**config.mk**
```make
export PLATFORM = sky130hd
export DESIGN_NAME = core_hazard_ctrl
export DESIGN_NICKNAME = d
export VERILOG_FILES = /design/src/rtl/core_hazard_ctrl.sv
export SDC_FILE = /design/constraint.sdc
export NUM_CORES = 1
export LEC_CHECK = 0
export ABC_AREA = 0
export CAP_MARGIN = 20
export CORE_MARGIN = 2
export CORE_UTILIZATION = 33
export CTS_CLUSTER_SIZE = 20
export DETAILED_ROUTE_END_ITERATION = 10
export GPL_TIMING_DRIVEN = 0
export PLACE_DENSITY_LB_ADDON = 0.08
export RECOVER_POWER = 25
export SYNTH_ARGS = -nofsm -noshare
export SYNTH_HDL_FRONTEND = slang
export SYNTH_SLANG_ARGS = --single-unit
```
**constraint.sdc**
```tcl
create_clock -name clk -period 3.4 [get_ports clk]
set_input_delay 0.85 -clock clk [delete_from_list [all_inputs] [get_ports clk]]
set_output_delay 0.85 -clock clk [all_outputs]
set_load 0.01 [all_outputs]
```
**src/rtl/core_hazard_ctrl.sv**
```systemverilog
// core_hazard_ctrl: pipeline sequencing controller for the i2d core.
// Generates IF/ID hold, EX bubble and ID flush from load-use hazards,
// taken branches and MAU back-pressure.
// Optional feature macro: CORE_CTRL_PERF_EN enables the stall/flush
// performance counters; without it both counter ports read as zero.
module core_hazard_ctrl #(
    parameter int LOAD_STALL  = 1,  // total stall cycles per load-use hazard (1..3)
    parameter int FLUSH_DEPTH = 2   // total flush cycles per taken branch (1..3)
) (
    input  logic        clk,
    input  logic        rst,
    input  logic [3:0]  id_rega_addr,
    input  logic [3:0]  id_regb_addr,
    input  logic        id_use_a,
    input  logic        id_use_b,
    input  logic        ex_valid,
    input  logic        ex_load,
    input  logic [3:0]  ex_dst_addr,
    input  logic        ex_branch_taken,
    input  logic        mau_busy,
    output logic        if_halt,
    output logic        id_halt,
    output logic        ex_bubble,
    output logic        flush,
    output logic [1:0]  ctrl_state,
    output logic [31:0] stall_cnt,
    output logic [31:0] flush_cnt
);

    typedef enum logic [1:0] {
        RUN     = 2'd0,
        LDSTALL = 2'd1,
        MAUWAIT = 2'd2,
        FLUSH   = 2'd3
    } state_t;

    // Remaining extra cycles loaded on entry; the entry cycle itself is
    // spent in RUN, so a stall/flush of N cycles loads N-2.
    localparam logic [1:0] LS_INIT = 2'((LOAD_STALL  > 1) ? (LOAD_STALL  - 2) : 0);
    localparam logic [1:0] FL_INIT = 2'((FLUSH_DEPTH > 1) ? (FLUSH_DEPTH - 2) : 0);

    state_t     state, state_nxt;
    logic [1:0] cnt, cnt_nxt;
    logic       haz;

    // Load-use hazard: EX load writes a register the ID instruction reads.
    assign haz = ex_valid & ex_load &
                 ((id_use_a & (id_rega_addr == ex_dst_addr)) |
                  (id_use_b & (id_regb_addr == ex_dst_addr)));

    // State and shared down-counter register.
    // NOTE: sequential state uses non-blocking (<=) so all flops update
    // together at the edge, independent of statement order.
    always_ff @(posedge clk or posedge rst) begin
        if (rst) begin
            state <= RUN;
            cnt   <= 2'd0;
        end else begin
            state <= state_nxt;
            cnt   <= cnt_nxt;
        end
    end

    // Next-state and combinational control outputs.
    // NOTE: every signal driven here gets a default first, so no path
    // through the case leaves it unassigned (that would infer a latch).
    always_comb begin
        state_nxt = state;
        cnt_nxt   = cnt;
        if_halt   = 1'b0;
        id_halt   = 1'b0;
        ex_bubble = 1'b0;
        flush     = 1'b0;
        case (state)
            RUN: begin
                if (mau_busy) begin
                    if_halt   = 1'b1;
                    id_halt   = 1'b1;
                    state_nxt = MAUWAIT;
                end else if (ex_branch_taken) begin
                    // Branch wins over a simultaneous hazard: the hazard
                    // instruction is in the shadow and gets squashed.
                    flush = 1'b1;
                    if (FLUSH_DEPTH > 1) begin
                        state_nxt = FLUSH;
                        cnt_nxt   = FL_INIT;
                    end
                end else if (haz) begin
                    if_halt   = 1'b1;
                    id_halt   = 1'b1;
                    ex_bubble = 1'b1;
                    if (LOAD_STALL > 1) begin
                        state_nxt = LDSTALL;
                        cnt_nxt   = LS_INIT;
                    end
                end
            end
            LDSTALL: begin
                if_halt   = 1'b1;
                id_halt   = 1'b1;
                ex_bubble = 1'b1;
                if (mau_busy) begin
                    // MAU stall supersedes whatever load stall remains.
                    state_nxt = MAUWAIT;
                end else if (cnt == 2'd0) begin
                    state_nxt = RUN;
                end else begin
                    cnt_nxt = cnt - 2'd1;
                end
            end
            MAUWAIT: begin
                // EX must keep its instruction, so no bubble here.
                if_halt = 1'b1;
                id_halt = 1'b1;
                if (!mau_busy) begin
                    state_nxt = RUN;
                end
            end
            FLUSH: begin
                // IF runs free to fetch from the branch target; a held
                // branch in EX is a squashed copy and is ignored.
                flush = 1'b1;
                if (mau_busy) begin
                    if_halt = 1'b1;
                    id_halt = 1'b1;
                end else if (cnt == 2'd0) begin
                    state_nxt = RUN;
                end else begin
                    cnt_nxt = cnt - 2'd1;
                end
            end
            default: begin
                state_nxt = RUN;
                cnt_nxt   = 2'd0;
            end
        endcase
    end

    assign ctrl_state = state;

`ifdef CORE_CTRL_PERF_EN
    logic [31:0] stall_q, flush_q;

    // Saturating performance counters for halt and flush cycles.
    always_ff @(posedge clk or posedge rst) begin
        if (rst) begin
            stall_q <= 32'd0;
            flush_q <= 32'd0;
        end else begin
            if (id_halt && (stall_q != 32'hFFFF_FFFF)) begin
                stall_q <= stall_q + 32'd1;
            end
            if (flush && (flush_q != 32'hFFFF_FFFF)) begin
                flush_q <= flush_q + 32'd1;
            end
        end
    end

    assign stall_cnt = stall_q;
    assign flush_cnt = flush_q;
`else
    assign stall_cnt = 32'd0;
    assign flush_cnt = 32'd0;
`endif

endmodule

```
Yosys cells after proc, flatten, opt, wreduce, memory -nomap -nowiden. Index checks and enable logic that the tools add are counted.

Flip-flop bits (word level): 4. Latch bits: 0. RAM bits: 0. Memory bits (read-only): 0. Bits of input ports: 20. Output and inout port bits: 70. Word-level logic and storage cells: 49. Memories kept: 0.

Add/subtract/negate cells: 1. Multiply operators: 0. Divide/modulo/power cells: 0. Magnitude comparators: 0. Equal/unequal tests: 12. Shift-type cells: 0. Mux-type cells: 22. Bitwise operators: 5. Reductions and logical operators: 7.

Operators with widths (count): $mux W2 (10); $ne A2 B2 Y1 const B (6); $eq A4 B4 Y1 (2); $pmux W2 S4 (1); $mux W1 (7); $reduce_and A5 Y1 (1); $and A1 B1 Y1 (4); $eq A2 B2 Y1 const B (2); $logic_not A2 Y1 (2); $pmux W1 S2 (2); $pmux W2 S2 (1); $reduce_or A2 Y1 (2); $ne A3 B3 Y1 const B (1); $pmux W1 S3 (1); $reduce_and A3 Y1 (1); $eq A2 B1 Y1 const B (1); $reduce_bool A2 Y1 (1); $sub A2 B1 Y2 const B (1); $or A1 B1 Y1 (1).

Longest topological paths before layout. Gate-level depths: netlist of run 1.

Depth in word-level cells: 8. Mapped depth: 7. Gate-level depth less buffers: 6.

Worst setup path before layout of run 1. OpenSTA, ideal clock, no wires.

Path kind: input-to-output. Start: input ex_dst_addr[0]. End: output if_halt. Arrival time: 1.588 ns. Required time: 2.550 ns. Path slack: 0.962 ns. Stages: 5. Path through: xor2_1 > nor3_1 > nand3_1 > nand3_1 > buf_4.

Word-level cells in the longest chain between the ends: 8. Elaborated cells on any way between the ends: 10.

RTL lines: start, declared (RTL line 18) `input logic [3:0] ex_dst_addr,`; $eq A4 B4 Y1 (on tied branches) (RTL line 48, 49); $and A1 B1 Y1 (on tied branches) (RTL line 48, 49); $or A1 B1 Y1 * (RTL line 48) `((id_use_a & (id_rega_addr == ex_dst_addr)) |`; $and A1 B1 Y1 * (RTL line 47) `assign haz = ex_valid & ex_load &`; $mux W1 * (3 in series); $pmux W1 S3 *; end, declared (RTL line 21) `output logic if_halt,`.

Mark *: on every way between the ends. The rest lies on a longest branch, timed or not.

Worst setup path in the final report of run 1.
Start: input ex_dst_addr[0]. End: output id_halt.

Word-level cells in the longest chain between the ends: 8. Elaborated cells on any way between the ends: 10.

RTL lines: $eq A4 B4 Y1 (on tied branches) (RTL line 48, 49); $and A1 B1 Y1 (on tied branches) (RTL line 48, 49); $or A1 B1 Y1 * (RTL line 48); $and A1 B1 Y1 * (RTL line 47); $mux W1 * (RTL line 88) `end else if (haz) begin`; $mux W1 * (RTL line 80) `end else if (ex_branch_taken) begin`; $mux W1 * (RTL line 76) `if (mau_busy) begin`; $pmux W1 S3 * (RTL line 74) `case (state)`; end, declared (RTL line 22) `output logic id_halt,`.

Marked as above.

==> impl_metrics.env, run 1 <==
export IMPL_clkTransAtPathRegs_ps=40
export IMPL_ios=90
export IMPL_place_port_buffers=25
export IMPL_drive_above_1_share_pct=33.18
export IMPL_synth_xor_area_share_pct=7.207
export IMPL_timing_fmax_mhz=301.7
export IMPL_synthArstFlopShare_pct=100.0
export IMPL_drv_cap=0
export IMPL_finalCritPeriodShare_pct=97.50
export IMPL_synth_seq_cells=4
export IMPL_yosysSeqAreaShare_pct=10.30
export IMPL_leakage_uw=0.0009255
export IMPL_synth_fa_ha_area_share_pct=7.722
export IMPL_syn2layout_area_growth_pct=57.91
export IMPL_dieHeight_microns=58.28
export IMPL_cts_buffer_depth=2
export IMPL_core_rowCount=19
export IMPL_outcome="finished clean"
export IMPL_syn_avg_cell_area_sq_um=7.716
export IMPL_dr_pass1_iters=3
export IMPL_ys_flop_type="dfrtp_1"
export IMPL_die_w_microns=58.28
export IMPL_skew_ps=4.806
export IMPL_synth_area_mux_share_pct=1.030
export IMPL_start_util_pct=34.95
export IMPL_start_kind="input pin"
export IMPL_min_to="cnt[1]"
export IMPL_worst_setup_path_type="input pin to primary output"
export IMPL_reg2reg_to="cnt[1]"
export IMPL_cts_root_buffer="clkbuf_4"
export IMPL_yosys_warnings=0
export IMPL_vias_per_cell=3.411
export IMPL_ant_nets=0
export IMPL_ys_types=24
export IMPL_synth_cells=126
export IMPL_finalSetupViolCount=0
export IMPL_finalHoldViolCount=0
export IMPL_grt_pass1_vias=720
export IMPL_p_per_area_nw_per_um2=379.4
export IMPL_grt_use_total_pct=10.38
export IMPL_ir_drop_mv=0.3392
export IMPL_cts_sinks=4
export IMPL_crit_fanout=2
export IMPL_synth_simple_area_share_pct=10.17
export IMPL_synth_compound_area_share_pct=10.68
export IMPL_gp_congestion=0.6904
export IMPL_hold_start="cnt[1]"
export IMPL_coreArea_sq_um=2781
export IMPL_period_minus_slack_ps=3315
export IMPL_worstSetupEndpointType="primary output"
export IMPL_fin_nets=245
export IMPL_num_antenna_cells=0
export IMPL_rrSetupSlack_ps=1730
export IMPL_required_ps=2550
export IMPL_reg2regPathDepth=6
export IMPL_numCtsBuffers=3
export IMPL_ctsHoldBuffers=0
export IMPL_dp_hpwl_microns=1657
export IMPL_rsz0062_at_grt="false"
export IMPL_drt_iter0_drc=16
export IMPL_grt_overflow_total=0
export IMPL_detail_route_wl_per_cell_microns=7.278
export IMPL_h_tree_depth=1
export IMPL_crit_arrival_ps=2470
export IMPL_vias=846
export IMPL_clk_latency_ps=230
export IMPL_routed_wl_microns=1805
export IMPL_antenna_found_initial=0
export IMPL_r2r_start="ctrl_state[0]"
export IMPL_synth_top_family_by_area="buffers and inverters"
export IMPL_tns_ps=0
export IMPL_fin_util_pct=55.20
export IMPL_cts_tree="built"
export IMPL_syn_area_sq_um=972.2
export IMPL_remaining_drc_errors=0
export IMPL_whs_path_depth=1
export IMPL_slew_violations=0
export IMPL_hold_class="register to register"
export IMPL_grt_pass1_wl_microns=2849
export IMPL_dieArea_sq_um=3396
export IMPL_grt_start_max_net_pins=9
export IMPL_synth_edff_count=0
==> metal layers <==
layer / track usage [%] / part of all wire [%] / vias up
li1: - / - / 460
met1: 10.92 / 36 / 338
met2: 19.42 / 50 / 48
met3: 4.018 / 13 / 0
met4: 1.993 / 0 / 0
met5: 0 / 0 / -
==> repair_timing <==
action                                 4_1_cts  5_1_grt
buffers inserted                             0        0
pin swaps                                    2        1
endpoints found under the hold margin        0        0
resized for setup                            4        2
setup endpoints to repair                    3        2
==> worst max-delay path, stage by stage <==
cell             delay, ps
clkdlybuf4s50_1        440
xor2_1                 190
nor3_2                 230
nand3_1                110
nand3_2                100
clkdlybuf4s50_1        540
==> cell families after synthesis <==
| group | count (synthesis) |
|---|---|
| other cells | 1 |
| buf+inv | 71 |
| compound gates | 15 |
| flops | 4 |
| fa+ha+maj | 6 |
| simple gates | 20 |
| xor+xnor | 8 |
| mux | 1 |
==> worst max-delay path by stage <==
stage	cells after the start	endpoint	start
3_3_place_gp	6	if_halt	mau_busy
6_report	6	id_halt	ex_dst_addr[0]
3_5_place_dp	6	if_halt	mau_busy
2_1_floorplan	5	if_halt	ex_dst_addr[0]
4_1_cts	7	if_halt	ex_dst_addr[2]
5_1_grt	6	id_halt	ex_dst_addr[0]
==> placed cells by master, fill, tap and decap left out, drive strengths merged <==
cell type	count
dlygate4sd3	1
nor3	3
and3	1
clkbuf	3
a211oi	1
a311o	1
clkdlybuf4s50	21
xor2	8
dfrtp	4
or2	1
conb	64
nand3	5
a21oi	4
o21a	1
inv	6
nor2b	1
o21ai	2
a22o	3
a21o	2
nor3b	1
o31ai	1
dlygate4sd2	2
buf	65
dlymetal6s2s	1
nand2b	1
nand2	2
mux2i	1
ha	6
nor2	5
==> registers in the layout (all words and copies together), names as in the netlist <==
register / cells
cnt: 2
ctrl_state: 2
==> cells in the mapped netlist (2+ instances only) <==
library cell / n / area (sq um)
a21o_1: 2 / 15.01
a21oi_1: 4 / 20.02
a22o_1: 3 / 26.28
buf_4: 65 / 488.0
dfrtp_1: 4 / 100.1
ha_1: 6 / 75.07
inv_1: 6 / 22.52
nand2_1: 2 / 7.510
nand3_1: 5 / 25.02
nor2_1: 5 / 18.77
nor3_1: 3 / 15.01
o21ai_0: 2 / 10.01
xor2_1: 8 / 70.07
==> per-stage QoR <==
step | instances | setup slack (ps) | hold WS, ps | total power [uW] | area, sq um
2_1_floorplan | 189 | 961.9 | 472.9 | 381.6 | 1209
3_3_place_gp | 245 | -97.44 | 495.0 | 514.4 | 1498
3_5_place_dp | 245 | -93.02 | 501.6 | 522.2 | 1498
4_1_cts | 248 | 4.923 | 514.7 | 584.0 | 1528
5_1_grt | 248 | 25.41 | 522.5 | 644.3 | 1535
6_report | 248 | 84.98 | 511.2 | 582.4 | 1535
==> power by group <==
part           internal [uW]  switching [uW]  total (uW)  leakage (uW)
logic                    234             203         436      0.000859
clock network           39.4            18.2        57.6     0.0000138
registers               66.7            22.0        88.7     0.0000525
==> final cells by class <==
cell class,instances,area (sq um)
Fill cell,284,1246
Multi-Input combinational cell,114,613.1
Buffer,65,488.0
Timing Repair Buffer,25,250.2
Sequential cell,4,100.1
Tap cell,31,38.79
Clock buffer,3,22.52
Inverter,6,22.52
(Power assumes the default switching activity.)
==> run 2: changes to the inputs <==
--- a/config.mk
+++ b/config.mk
@@ -14,6 +14,7 @@
 export GPL_TIMING_DRIVEN = 0
 export PLACE_DENSITY_LB_ADDON = 0.08
 export RECOVER_POWER = 25
+export REMOVE_ABC_BUFFERS = 1
 export SYNTH_ARGS = -nofsm -noshare
 export SYNTH_HDL_FRONTEND = slang
 export SYNTH_SLANG_ARGS = --single-unit
==> impl_metrics.env, run 2 (synthesis gave the netlist of run 1 again) <==
export IMPL_final_common_cell="conb_1"
export IMPL_period_minus_slack_ps=3241
export IMPL_crit_arrival_ps=2390
export IMPL_dr_pass1_iters=2
export IMPL_place_area_sq_um=1010
export IMPL_dp_hpwl_microns=1364
export IMPL_dieHeight_microns=58.28
export IMPL_num_antenna_cells=0
export IMPL_final_setup_worst_slack_ps=159.4
export IMPL_fin_nets=180
export IMPL_multiInputGateArea_sq_um=613.1
export IMPL_worst_setup_path_type="input pin to primary output"
export IMPL_cts_buffer_depth=2
export IMPL_max_stage_delay_ps=510
export IMPL_vias_per_cell=3.672
export IMPL_finalCritPeriodShare_pct=95.31
export IMPL_finalSetupViolCount=0
export IMPL_worstPathCellList="clkdlybuf4s50_1, xor2_1, nor3_2, and3_1, a311o_1, dlygate4sd2_1"
export IMPL_hold_start="cnt[1]"
export IMPL_detail_route_wl_per_cell_microns=8.601
export IMPL_leakage_uw=0.0005779
export IMPL_finalHoldViolCount=0
export IMPL_holdWs_ps=523.0
export IMPL_die_w_microns=58.28
export IMPL_cts_root_buffer="clkbuf_4"
export IMPL_rrSetupSlack_ps=1680
export IMPL_h_tree_depth=1
export IMPL_regArea_sq_um=100.1
export IMPL_grt_pass1_wl_microns=2297
export IMPL_design_area_sq_um=1050
export IMPL_dp_worst_setup_slack_ps=-86.29
export IMPL_final_cell_mix="conb_1, clkdlybuf4s50_1, xor2_1"
export IMPL_cts_tree="built"
export IMPL_remaining_drc_errors=0
export IMPL_reg2regPathDepth=6
export IMPL_slew_violations=0
export IMPL_coreArea_sq_um=2781
export IMPL_p_per_area_nw_per_um2=484.8
export IMPL_syn2layout_area_growth_pct=7.980
export IMPL_gp_congestion=0.7509
export IMPL_whs_path_depth=1
export IMPL_grt_overflow_total=0
export IMPL_min_to="cnt[1]"
export IMPL_numCtsBuffers=3
export IMPL_start_util_pct=34.95
export IMPL_drv_cap=0
export IMPL_vias=672
export IMPL_crit_buf_inv=2
export IMPL_reg2reg_to="cnt[1]"
export IMPL_fillers=302
export IMPL_core_rowCount=19
export IMPL_skew_ps=6.186
export IMPL_routed_wl_microns=1574
export IMPL_ios=90
export IMPL_drt_iter0_drc=10
export IMPL_cts_sinks=4
export IMPL_ir_drop_mv=0.3663
export IMPL_antenna_found_initial=0
export IMPL_total_power_uw=508.9
export IMPL_crit_path_top_delay_cell="clkdlybuf4s50_1"
export IMPL_hold_class="register to register"
export IMPL_clkTransAtPathRegs_ps=40
export IMPL_crit_family="buffers and inverters"
export IMPL_grt_use_total_pct=8.440
export IMPL_grt_start_max_net_pins=9
export IMPL_dieArea_sq_um=3396
export IMPL_start_kind="input pin"
export IMPL_ant_nets=0
export IMPL_rsz0062_at_grt="false"
export IMPL_required_ps=2550
export IMPL_outcome="finished clean"
export IMPL_grt_pass1_vias=556
export IMPL_crit_fanout=2
export IMPL_worstSetupEndpointType="primary output"
export IMPL_clk_latency_ps=240
export IMPL_timing_fmax_mhz=308.6
export IMPL_place_port_buffers=25
export IMPL_drive_above_1_share_pct=4.605
export IMPL_r2r_start="ctrl_state[0]"
## run 2: changes by cell type in the layout (fill, tap and decap cells not counted), sizes merged
cell / before / now
buf: 65 / 0
clkdlybuf4s50: 21 / 20
dlymetal6s2s: 1 / 2
## run 2: per-layer routing
metal / vias to the layer above / track usage, % / wire (microns) / share of wire (%)
li1: 335 / - / - / -
met1: 292 / 9.799 / 579 / 37
met2: 45 / 14.77 / 808 / 51
met3: 0 / 2.232 / 186 / 12
met4: 0 / 2.990 / 0 / 0
met5: - / 0 / 0 / 0
## run 2: final cells by class
cell class                      instances  share of cell area [%]
Sequential cell                         4                   9.535
Multi-Input combinational cell        114                   58.40
Tap cell                               31                   3.695
Inverter                                6                   2.145
Clock buffer                            3                   2.145
Timing Repair Buffer                   25                   24.08
## run 2: how the worst max path moves through the flow
stage | start | slack (ps) | endpoint | cells after the start
finish | ex_dst_addr[2] | 160 | ex_bubble | 6
detailed placement | mau_busy | -90 | ex_bubble | 5
CTS | ex_dst_addr[0] | 70 | if_halt | 6
global placement | mau_busy | -60 | ex_bubble | 5
floorplan | id_regb_addr[1] | 1000 | ex_bubble | 4
global route | ex_dst_addr[0] | 60 | ex_bubble | 6
## run 2: metrics by stage
step                setup TNS, ps  util, %  cells
floorplan                       0        -    124
global placement           -151.6    36.30    180
detailed placement         -207.7    36.30    180
CTS                             0    37.56    183
global route                    0    37.74    183
finish                          0    37.74    183
## run 2: where the power goes
group	total, uW	switching [uW]	leakage, uW	internal [uW]
Sequential	90.2	23.6	0.0000525	66.6
Combinational	360	190	0.000512	170
Clock	58.5	19.1	0.0000138	39.4
Total	509	232	0.000578	277
## run 2: timing repair
action                                  in CTS  in global routing
setup buffers                                0                  0
endpoints found under the setup margin       3                  2
resized for setup                            5                  2
gates cloned                                 0                  0
hold buffers                                 0                  0
pin swaps                                    0                  1
==> run 3: changes to the inputs <==
--- a/config.mk
+++ b/config.mk
@@ -8,9 +8,10 @@
 export ABC_AREA = 0
 export CAP_MARGIN = 20
 export CORE_MARGIN = 2
-export CORE_UTILIZATION = 33
+export CORE_UTILIZATION = 36
 export CTS_CLUSTER_SIZE = 20
 export DETAILED_ROUTE_END_ITERATION = 10
+export DONT_BUFFER_PORTS = 1
 export GPL_TIMING_DRIVEN = 0
 export PLACE_DENSITY_LB_ADDON = 0.08
 export RECOVER_POWER = 25
==> impl_metrics.env, run 3 (synthesis gave the netlist of run 1 again) <==
export IMPL_outcome="finished clean"
export IMPL_h_tree_depth=1
export IMPL_max_stage_delay_ps=520
export IMPL_crit_arrival_ps=1900
export IMPL_fin_nets=155
export IMPL_grt_overflow_total=0
export IMPL_skew_ps=4.789
export IMPL_timing_fmax_mhz=363.4
export IMPL_ios=90
export IMPL_final_common_cell="conb_1"
export IMPL_coreArea_sq_um=2522
export IMPL_gp_congestion=0.7454
export IMPL_crit_path_top_delay_cell="dfrtp_1"
export IMPL_routed_wl_microns=1389
export IMPL_cp_common_cell="nand3_1"
export IMPL_worstSetupEndpointType="primary output"
export IMPL_multiInputGateArea_sq_um=598.1
export IMPL_vias=600
export IMPL_detail_route_wl_per_cell_microns=8.847
export IMPL_dr_pass1_iters=2
export IMPL_p_per_area_nw_per_um2=536.1
export IMPL_syn2layout_area_growth_pct=-19.69
export IMPL_dieArea_sq_um=3132
export IMPL_vias_per_cell=3.822
export IMPL_num_antenna_cells=0
export IMPL_finalCritPeriodShare_pct=80.93
export IMPL_worst_setup_path_type="register to primary output"
export IMPL_fin_util_pct=30.95
export IMPL_crit_fanout=7
export IMPL_grt_pass1_vias=486
export IMPL_grt_start_max_net_pins=9
export IMPL_cts_buffer_depth=2
export IMPL_tns_ps=0
export IMPL_clkTransAtPathRegs_ps=40
export IMPL_drv_cap=0
export IMPL_drt_iter0_drc=15
export IMPL_fillers=273
export IMPL_numCtsBuffers=3
export IMPL_cts_resized=0
export IMPL_start_util_pct=38.54
export IMPL_dieHeight_microns=55.97
export IMPL_ant_nets=0
export IMPL_slew_violations=0
export IMPL_cts_sinks=4
export IMPL_drive_above_1_share_pct=3.150
export IMPL_dp_hpwl_microns=1253
export IMPL_post_cts_setup_buffers=0
export IMPL_worstPathCellList="inv_1, ha_1, a211oi_1, a21oi_1, nand3_1, nand3_1"
export IMPL_total_power_uw=418.5
export IMPL_remaining_drc_errors=0
export IMPL_final_cell_mix="conb_1, xor2_1, inv_1, ha_1"
export IMPL_rsz0062_at_grt="false"
export IMPL_place_area_sq_um=758.2
export IMPL_regArea_sq_um=100.1
export IMPL_finalHoldViolCount=0
export IMPL_period_minus_slack_ps=2752
export IMPL_leakage_uw=0.0004556
export IMPL_die_w_microns=55.97
export IMPL_ctsHoldBuffers=0
export IMPL_finalSetupViolCount=0
export IMPL_holdWs_ps=378.4
export IMPL_core_rowCount=18
export IMPL_clk_latency_ps=240
export IMPL_start_kind="register"
export IMPL_design_area_sq_um=780.7
export IMPL_ir_drop_mv=0.3468
export IMPL_cts_root_buffer="clkbuf_4"
export IMPL_place_port_buffers=0
export IMPL_grt_pass1_wl_microns=1952
export IMPL_antenna_found_initial=0
export IMPL_cts_tree="built"
export IMPL_hold_class="input pin to async pin"
export IMPL_grt_use_total_pct=7.839
export IMPL_required_ps=2550
## run 3: cell types whose count changed in the layout (fill, tap and decap cells not counted)
cell	before	now
nor3b_1	0	1
dlygate4sd2_1	2	0
clkdlybuf4s50_1	20	0
dlymetal6s2s_1	2	0
nor3_1	1	3
dlygate4sd3_1	1	0
nor3b_2	1	0
nor3_2	2	0
## run 3: per-stage QoR
stage,std cells,setup WS (ps)
2_1_floorplan,124,998.8
3_3_place_gp,154,915.0
3_5_place_dp,154,894.8
4_1_cts,157,625.7
5_1_grt,157,461.1
6_report,157,648.4
## run 3: per-layer routing
layer / GRT usage (%) / vias to the layer above / wire length (microns)
li1: - / 281 / -
met1: 8.368 / 263 / 487
met2: 13.28 / 53 / 696
met3: 2.326 / 3 / 184
met4: 5.102 / 0 / 21
met5: 0 / - / 0
## run 3: worst max-delay path, delay by kind of cell (launching register included)
family	cells	cell delay (ps)
flops	1	520
fa+ha+maj	1	320
buf+inv	1	140
compound gates	2	390
simple gates	2	300
## run 3: layout make-up
| class | count | share of cell area, % |
|---|---|---|
| well taps | 30 | 4.808 |
| inverters | 6 | 2.885 |
| flip-flops and latches | 4 | 12.82 |
| multi-input cells | 114 | 76.60 |
| clock buffers | 3 | 2.885 |
## run 3: path summary, 6_finish.rpt
kind | startpoint | endpoint | slack [ps] | cells past startpoint
worst min register to register | cnt[1] | cnt[1] | 520 | 1
worst max register to register | ctrl_state[0] | cnt[1] | 1620 | 6
worst min-delay path | rst | cnt[0] | 380 | 1
min in group clk | cnt[1] | cnt[1] | 520 | 1
max in group asynchronous | rst | ctrl_state[0] | 2870 | 1
worst max-delay path | ctrl_state[0] | if_halt | 650 | 6
## run 3: power breakdown
part | leakage (uW) | switching (uW) | internal [uW] | total, uW
clock network | 0.0000138 | 18.5 | 39.4 | 57.9
registers | 0.0000525 | 29.4 | 66.5 | 95.9
logic | 0.000389 | 166 | 99.0 | 265
total | 0.000456 | 214 | 205 | 419
